[src/rtl/pipe_hazard_ctrl_pkg.sv]
// Shared encodings and FSM state type for the pipeline hazard controller.
package pipe_hazard_ctrl_pkg;

   localparam logic [1:0] MR_ALU  = 2'b00;
   localparam logic [1:0] MR_LOAD = 2'b01;
   localparam logic [1:0] MR_LINK = 2'b10;

   localparam logic [1:0] FW_RF = 2'b00;
   localparam logic [1:0] FW_W  = 2'b01;
   localparam logic [1:0] FW_M  = 2'b10;

   typedef enum logic {
      RUN     = 1'b0,
      MEMWAIT = 1'b1
   } state_t;

endpackage

[src/rtl/pipe_hazard_ctrl_fwd_unit.sv]
// Combinational forwarding selects for the E-stage operands and the D-stage compare.
module fwd_unit
   import pipe_hazard_ctrl_pkg::*;
#(
   parameter int REGW = 5
) (
   input  logic [REGW-1:0] rsD,
   input  logic [REGW-1:0] rtD,
   input  logic [REGW-1:0] rsE,
   input  logic [REGW-1:0] rtE,
   input  logic [REGW-1:0] writeregM,
   input  logic            regwrM,
   input  logic [1:0]      memregM,
   input  logic [REGW-1:0] writeregW,
   input  logic            regwrW,
   output logic [1:0]      forwardAE,
   output logic [1:0]      forwardBE,
   output logic            forwardAD,
   output logic            forwardBD
);

   logic mValid;
   logic wValid;

   // r0 is hardwired zero, so a write to it is never a producer.
   assign mValid = regwrM && (writeregM != '0);
   assign wValid = regwrW && (writeregW != '0);

   always_comb begin
      forwardAE = FW_RF;
      forwardBE = FW_RF;
      if (mValid && (writeregM == rsE))      forwardAE = FW_M;
      else if (wValid && (writeregW == rsE)) forwardAE = FW_W;
      if (mValid && (writeregM == rtE))      forwardBE = FW_M;
      else if (wValid && (writeregW == rtE)) forwardBE = FW_W;
   end

   // Load data is not available in M yet, so only ALU/link results feed the D compare.
   assign forwardAD = mValid && (memregM != MR_LOAD) && (writeregM == rsD);
   assign forwardBD = mValid && (memregM != MR_LOAD) && (writeregM == rtD);

endmodule

[src/rtl/pipe_hazard_ctrl.sv]
// Pipeline hazard controller: stalls, flushes, forwarding and multi-cycle memory wait.
module pipe_hazard_ctrl
   import pipe_hazard_ctrl_pkg::*;
#(
   parameter int MEM_LAT = 2,
   parameter int REGW    = 5,
   parameter int CNTW    = 16
) (
   input  logic            CLK,
   input  logic            RSTn,
   input  logic [REGW-1:0] rsD,
   input  logic [REGW-1:0] rtD,
   input  logic            branchD,
   input  logic            branchtakenD,
   input  logic [REGW-1:0] rsE,
   input  logic [REGW-1:0] rtE,
   input  logic [REGW-1:0] writeregE,
   input  logic            regwrE,
   input  logic [1:0]      memregE,
   input  logic [REGW-1:0] writeregM,
   input  logic            regwrM,
   input  logic [1:0]      memregM,
   input  logic            memaccM,
   input  logic [REGW-1:0] writeregW,
   input  logic            regwrW,
   output logic            stallF,
   output logic            stallD,
   output logic            stallE,
   output logic            stallM,
   output logic            flushD,
   output logic            flushE,
   output logic            flushW,
   output logic [1:0]      forwardAE,
   output logic [1:0]      forwardBE,
   output logic            forwardAD,
   output logic            forwardBD,
   output logic [CNTW-1:0] stallcnt,
   output state_t          dbgState
);

   localparam bit         MEM_EN = (MEM_LAT > 0);
   localparam logic [3:0] WSTART = MEM_EN ? 4'(MEM_LAT - 1) : 4'd0;

   state_t     stateQ, stateNext;
   logic [3:0] wcnt, wcntNext;
   logic       memStall;
   logic       eHitsD, mHitsD, luHaz, brHaz;
   logic [1:0] fwdAE, fwdBE;
   logic       fwdAD, fwdBD;

   fwd_unit #(.REGW(REGW)) u_fwd (
      .rsD       (rsD),
      .rtD       (rtD),
      .rsE       (rsE),
      .rtE       (rtE),
      .writeregM (writeregM),
      .regwrM    (regwrM),
      .memregM   (memregM),
      .writeregW (writeregW),
      .regwrW    (regwrW),
      .forwardAE (fwdAE),
      .forwardBE (fwdBE),
      .forwardAD (fwdAD),
      .forwardBD (fwdBD)
   );

   assign forwardAE = RSTn ? fwdAE : FW_RF;
   assign forwardBE = RSTn ? fwdBE : FW_RF;
   assign forwardAD = RSTn && fwdAD;
   assign forwardBD = RSTn && fwdBD;

   assign eHitsD = (writeregE != '0) && ((writeregE == rsD) || (writeregE == rtD));
   assign mHitsD = (writeregM != '0) && ((writeregM == rsD) || (writeregM == rtD));
   assign luHaz  = (memregE == MR_LOAD) && regwrE && eHitsD;
   assign brHaz  = branchD && ((regwrE && eHitsD) || ((memregM == MR_LOAD) && mHitsD));

   // The release cycle (MEMWAIT, wcnt==0) ignores memaccM so the finished access can leave M.
   always_comb begin
      stateNext = stateQ;
      wcntNext  = wcnt;
      memStall  = 1'b0;
      case (stateQ)
         RUN: begin
            if (memaccM && MEM_EN) begin
               memStall  = 1'b1;
               stateNext = MEMWAIT;
               wcntNext  = WSTART;
            end
         end
         MEMWAIT: begin
            if (wcnt != 4'd0) begin
               memStall = 1'b1;
               wcntNext = wcnt - 4'd1;
            end else begin
               stateNext = RUN;
            end
         end
         default: stateNext = RUN;
      endcase
   end

   always_ff @(posedge CLK or negedge RSTn) begin
      if (!RSTn) begin
         stateQ <= RUN;
         wcnt   <= 4'd0;
      end else begin
         stateQ <= stateNext;
         wcnt   <= wcntNext;
      end
   end

   // Frozen stages are never flushed; only the W input gets a bubble during a memory wait.
   always_comb begin
      stallF = 1'b0;
      stallD = 1'b0;
      stallE = 1'b0;
      stallM = 1'b0;
      flushD = 1'b0;
      flushE = 1'b0;
      flushW = 1'b0;
      if (!RSTn) begin
         flushD = 1'b1;
         flushE = 1'b1;
         flushW = 1'b1;
      end else if (memStall) begin
         stallF = 1'b1;
         stallD = 1'b1;
         stallE = 1'b1;
         stallM = 1'b1;
         flushW = 1'b1;
      end else if (luHaz || brHaz) begin
         stallF = 1'b1;
         stallD = 1'b1;
         flushE = 1'b1;
      end else if (branchtakenD) begin
         flushD = 1'b1;
      end
   end

   always_ff @(posedge CLK or negedge RSTn) begin
      if (!RSTn) begin
         stallcnt <= '0;
      end else if (stallF && (stallcnt != {CNTW{1'b1}})) begin
         stallcnt <= stallcnt + CNTW'(1);
      end
   end

   assign dbgState = stateQ;

endmodule

[config.mk]
export PLATFORM = sky130hd
export DESIGN_NAME = pipe_hazard_ctrl
export DESIGN_NICKNAME = d
export VERILOG_FILES = /design/src/rtl/pipe_hazard_ctrl_pkg.sv /design/src/rtl/pipe_hazard_ctrl_fwd_unit.sv /design/src/rtl/pipe_hazard_ctrl.sv
export SDC_FILE = /design/constraint.sdc
export NUM_CORES = 1
export LEC_CHECK = 0
export CORE_ASPECT_RATIO = 1.2
export CORE_MARGIN = 5
export CORE_UTILIZATION = 35
export CTS_BUF_LIST = sky130_fd_sc_hd__clkbuf_4 sky130_fd_sc_hd__clkbuf_8
export CTS_CLUSTER_DIAMETER = 80
export DETAILED_ROUTE_END_ITERATION = 8
export PLACE_DENSITY = 0.76
export SLEW_MARGIN = 5
export SYNTH_ARGS = -nofsm -noshare
export SYNTH_HDL_FRONTEND = slang
export SYNTH_SLANG_ARGS = --single-unit
[constraint.sdc]
create_clock -name CLK -period 7.4 [get_ports CLK]
set_input_delay 1.48 -clock CLK [delete_from_list [all_inputs] [get_ports CLK]]
set_output_delay 1.48 -clock CLK [all_outputs]
set_load 0.005 [all_outputs]
[Word-level counts from Yosys, hierarchy flattened]
Index checks and enable logic that the tools add are counted.
Storage, ports and cells
  register bits: 21
  latch bits: 0
  bits in writable memories: 0
  memory bits (read-only): 0
  memories kept: 0
Cells by class
  add/sub/neg operators: 2
  $mul: 0
  div/mod/pow operators: 0
  $lt $le $gt $ge: 0
  eq/ne operators: 14
  shift-type cells: 0
  mux-type cells: 24
  bitwise operators: 1
  reduce and logical (&&, ||, !) cells: 28
Operators by type and width (number)
  5-bit == test: 8
  1-bit logical AND: 19
  16-bit by 1-bit adder with 16-bit output, second input constant: 1
  1-bit two-way mux: 16
  16-bit inequality test, second input constant: 1
  5-bit nonzero test: 3
  2-bit two-way mux: 4
  4-bit two-way mux: 2
  4-bit one-hot mux with 2 select lines: 1
  2-bit by 1-bit == test with 1-bit output, second input constant: 2
  1-bit logical OR: 4
  2-bit by 1-bit inequality test with 1-bit output, second input constant: 2
  4-bit nonzero test: 1
  4-bit by 1-bit subtractor with 4-bit output, second input constant: 1
  2-bit inequality test, second input constant: 1
  1-bit one-hot mux with 2 select lines: 1
  2-bit AND reduction: 1
  1-bit NOT: 1

[Depth between registers and ports, before layout]
  depth in word-level cells: 11
  mapped depth: 10
  gate-level depth less buffers: 9

[By module]
From an unflattened synthesis, not the netlist that was laid out.
Second synthesis, totals
  cells, all modules: 201
  area total of the unflattened synthesis: 1848.0 um^2
Modules (own cells, without submodules)
  pipe_hazard_ctrl: instances 1, cells an instance 146, area each 1413.9 um^2
  fwd_unit: instances 1, cells an instance 55, area each 434.2 um^2

[Worst setup path after synthesis]
OpenSTA, ideal clock, no wires.
  kind: input port to output port
  start point: input port writeregE[1]
  end point: output port stallF
  arrival: 2.977 ns
  slack: 2.943 ns
  cell stages on the path: 6
  cell sequence: or4_1 o2111a_2 o31ai_4 buf_6 inv_1 buf_4
Between the ends
  word-level cells in the longest chain between the ends: 10
  elaborated cells between the ends (all ways): 13
  classes of those cells: 2 x eq/ne; 3 x mux; 8 x reduce/logical
Ends and longest elaborated chain
  from (decl): line pipe_hazard_ctrl.sv:17  | input logic [REGW-1:0] writeregE,
  5-bit == test: line pipe_hazard_ctrl.sv:72  | assign eHitsD = (writeregE != '0) && ((writeregE == rsD) || (writeregE == rtD));
  1-bit logical OR: line pipe_hazard_ctrl.sv:72
  1-bit logical AND (*): line pipe_hazard_ctrl.sv:72
  1-bit logical AND: line pipe_hazard_ctrl.sv:75  | assign brHaz = branchD && ((regwrE && eHitsD) || ((memregM == MR_LOAD) && mHitsD));
  1-bit logical OR: line pipe_hazard_ctrl.sv:75
  1-bit logical AND: line pipe_hazard_ctrl.sv:75
  1-bit logical OR (*): line pipe_hazard_ctrl.sv:131  | end else if (luHaz || brHaz) begin
  1-bit two-way mux (*) (3 in a row)
  to (decl): line pipe_hazard_ctrl.sv:26  | output logic stallF,
Mark *: on every way between the ends. The rest lies on a longest branch, timed or not.

[Final worst setup path]
  start point: input port writeregE[1]
  end point: output port stallF
Between the ends
  word-level cells in the longest chain between the ends: 10
  elaborated cells between the ends (all ways): 13
  classes of those cells: 2 x eq/ne; 3 x mux; 8 x reduce/logical
Ends and longest elaborated chain
  5-bit == test: line pipe_hazard_ctrl.sv:72
  1-bit logical OR: line pipe_hazard_ctrl.sv:72
  1-bit logical AND (*): line pipe_hazard_ctrl.sv:72
  1-bit logical AND: line pipe_hazard_ctrl.sv:75
  1-bit logical OR: line pipe_hazard_ctrl.sv:75
  1-bit logical AND: line pipe_hazard_ctrl.sv:75
  1-bit logical OR (*): line pipe_hazard_ctrl.sv:131
  1-bit two-way mux (*): line pipe_hazard_ctrl.sv:131
  1-bit two-way mux (*): line pipe_hazard_ctrl.sv:125  | end else if (memStall) begin
  1-bit two-way mux (*): line pipe_hazard_ctrl.sv:121  | if (!RSTn) begin
Marked as above.

==> impl_metrics.env <==
export IMPL_irDropWorstVdd_mv=0.07679
export IMPL_start_kind="input pin"
export IMPL_worstSetupPathType="in -> out"
export IMPL_antenna_left=0
export IMPL_post_cts_buffers=0
export IMPL_seqPwrFrac=0.362
export IMPL_p_per_area_nw_per_um2=203.9
export IMPL_vias=1556
export IMPL_status="completed"
export IMPL_drc=0
export IMPL_cp_arrival_ps=4030
export IMPL_fp_dieH_um=85.48
export IMPL_clock_latency_ps=260
export IMPL_clk_path_buf_depth=2
export IMPL_synth_xor_area_share=0.2899
export IMPL_min_period_ps=5509
export IMPL_crit_top_cell="clkdlybuf4s50_1"
export IMPL_wl_met1_um=1598
export IMPL_drtPass1Iterations=4
export IMPL_period_share=0.7445
export IMPL_switching_share=0.3467
export IMPL_initial_core_util=0.3617
export IMPL_power_frac_clock=0.154
export IMPL_cts_buffers_inserted=3
export IMPL_synthToLayoutAreaGrowth_pct=49.77
export IMPL_grt_pass1_wl_um=7127
export IMPL_core_area_um2=4594
export IMPL_drt_wl_total_um=4192
export IMPL_grt_pass1_vias=1664
export IMPL_critPathMaxStageDelay_ps=620
export IMPL_tritoncts="built"
export IMPL_fillers=452
export IMPL_reg2reg_from="wcnt[0]"
export IMPL_wl_per_cell_um=13.27
export IMPL_intPower_uw=331.5
export IMPL_syn_area_um2=1662
export IMPL_ctsHtreeMaxLevel=1
export IMPL_syn_num_nets=235
export IMPL_synthFlopType="dfrtp_1"
export IMPL_worst_ep_required_time_ps=5920
export IMPL_routed_top_layer="met4"
export IMPL_fin_setup_tns_ps=0
export IMPL_hold_violations=0
export IMPL_maxCapViolations=0
export IMPL_yosysMostFrequentCell="xor2_1"
export IMPL_via_per_inst=4.924
export IMPL_cts_sinks=21
export IMPL_synth_warnings=0
export IMPL_ys_types=33
export IMPL_setup_viol=0
export IMPL_port_buffers=76
export IMPL_ys_top_cells_by_count="xor2_1, xnor2_1, dfrtp_1, nand2_1, nand3_1"
export IMPL_synth_seq_cells=21
export IMPL_rsz0062_at_grt="false"
export IMPL_die_x_um=72.90
export IMPL_synth_mux_area_frac=0.01581
export IMPL_synthArstFlopShare=1.000
export IMPL_drtIter0Drc=74
export IMPL_synth_area_leader_cell="dfrtp_1"
export IMPL_fin_skew_ps=4.429
export IMPL_wl_met3_um=463
export IMPL_dp_cells=312
export IMPL_dp_hpwl_um=3580
export IMPL_power_frac_comb=0.484
export IMPL_ios=77
export IMPL_crit_chain="clkdlybuf4s50_1 > or4_1 > o2111a_2 > o31ai_4 > inv_1 > clkdlybuf4s50_1"
export IMPL_seq_area_um2=525.5
export IMPL_cts_hold_buffers=0
export IMPL_p_leak_uw=0.0009759
export IMPL_antenna_found_initial=0
export IMPL_postSynthCellCount=186
export IMPL_min_path_type="reg -> reg"
export IMPL_clkSlewWorstSetupHoldPaths_ps=70
export IMPL_critical_path_startpoint="writeregE[1]"
export IMPL_fin_cells=316
export IMPL_yosysSeqAreaShare=0.3163
export IMPL_nets=308
export IMPL_switching_power_uw=175.9
export IMPL_synth_area_top_cells="dfrtp_1, xor2_1, xnor2_1, nand3_1, nand2_1"
export IMPL_synth_top_area_share=0.3163
export IMPL_multi_input_area_um2=1047
export IMPL_cts_resized=0
export IMPL_clockRootBuffer="clkbuf_8"
export IMPL_synth_compound_area_frac=0.07229
export IMPL_place_congestion=0.7723
export IMPL_maxSlewViolCount=0
export IMPL_synth_adder_area_share=0.01506
export IMPL_maxSlewHeadroom=0.5325
export IMPL_critPathCaptureType="output port"
export IMPL_met2WireLength_um=2101
export IMPL_rows=27
export IMPL_worstHoldStart="stallcnt[4]"
export IMPL_drive_gt1_frac=0.04651
export IMPL_grt_overflow=0
export IMPL_yosys_area_share_simple=0.2372
export IMPL_synth_area_per_cell_um2=8.933
export IMPL_cp_max_fo=16
export IMPL_tightest_slew_ps=701.2
export IMPL_synth_top_family_by_area="XOR/XNOR gates"
export IMPL_antennaDiodeCount=0
export IMPL_grt_total_usage=0.1407
export IMPL_dieArea_um2=6231
export IMPL_fmax_ghz=0.1815
export IMPL_grt_start_max_net_pins=31
export IMPL_synth_enable_flop_cells=0
export IMPL_cp_slowest_cell="o31ai_4"
[layout make-up]
type                       instances  area share
multi-input combinational        149      0.4208
timing repair buffer              77      0.3087
sequential                        21      0.2112
tap                               58     0.02916
clock buffer                       4     0.01961
inverter                           7     0.01056
[final timing paths]
kind / depth (start not counted) / end / slack, ps
max reg2reg: 9 / stallcnt[14] / 4800
min in group asynchronous: 2 / stallcnt[9] / 1610
max: 6 / stallF / 1890
min: 1 / stallcnt[4] / 500
max in group asynchronous: 2 / stallcnt[2] / 5530
min reg2reg: 1 / stallcnt[4] / 500
[power groups by stage]
stage	Combinational [uW]	Clock, uW	Sequential (uW)
after floorplan	136	0	180
after global placement	244	0	184
after detailed placement	249	0	185
after CTS	249	79.1	183
after global routing	274	84.3	190
final	246	78.1	184
[cell families after synthesis]
group | count (synthesis)
multiplexers | 2
AND/OR/NAND/NOR | 74
buffers and inverters | 16
AO/OA/AOI/OAI | 16
flip-flops | 21
XOR/XNOR | 55
adder cells (fa/ha/maj) | 2
[placed cells by master, fill, tap and decap left out, drive strengths merged]
master         count
a211oi             1
nor3b              1
and2               4
or4                4
mux2               2
nor4               9
a21boi             1
inv                7
clkbuf             4
o31ai              1
clkdlybuf4s50     76
a21oi              2
nand3             13
o21a               1
o21ai              6
o2111a             1
nor4b              2
nor2              11
xnor2             22
dfrtp             21
nor3              10
nand2             14
xor2              33
nor2b              1
o22ai              2
nand2b             3
buf                1
nand4              2
o211ai             1
ha                 2
[sequential cells by signal, summed over array words and instances, names as in the netlist]
signal / flops
dbgState: 1
stallcnt: 16
wcnt: 4
[worst max-delay path, delay by kind of cell]
kind | cells | cell delay, ps
compound gates | 2 | 910
simple gates | 1 | 550
buf+inv | 3 | 1080
[through the flow]
| step | setup WS (ps) | total power (uW) | utilization | cell area [um^2] | hold WS, ps |
|---|---|---|---|---|---|
| 2_1_floorplan | 2943 | 316.1 | - | 1662 | 462.8 |
| 3_3_place_gp | 1933 | 427.4 | 0.5310 | 2440 | 480.2 |
| 3_5_place_dp | 1897 | 434.3 | 0.5310 | 2440 | 483.2 |
| 4_1_cts | 1891 | 511.8 | 0.5417 | 2489 | 495.7 |
| 5_1_grt | 1735 | 548.4 | 0.5417 | 2489 | 511.2 |
| 6_report | 1891 | 507.5 | 0.5417 | 2489 | 495.3 |
[routing by layer]
| metal | vias up | track usage |
|---|---|---|
| li1 | 774 | - |
| met1 | 717 | 0.1541 |
| met2 | 63 | 0.2512 |
| met3 | 2 | 0.04739 |
| met4 | 0 | 0.04362 |
| met5 | - | 0 |
(Power assumes the default switching activity.)
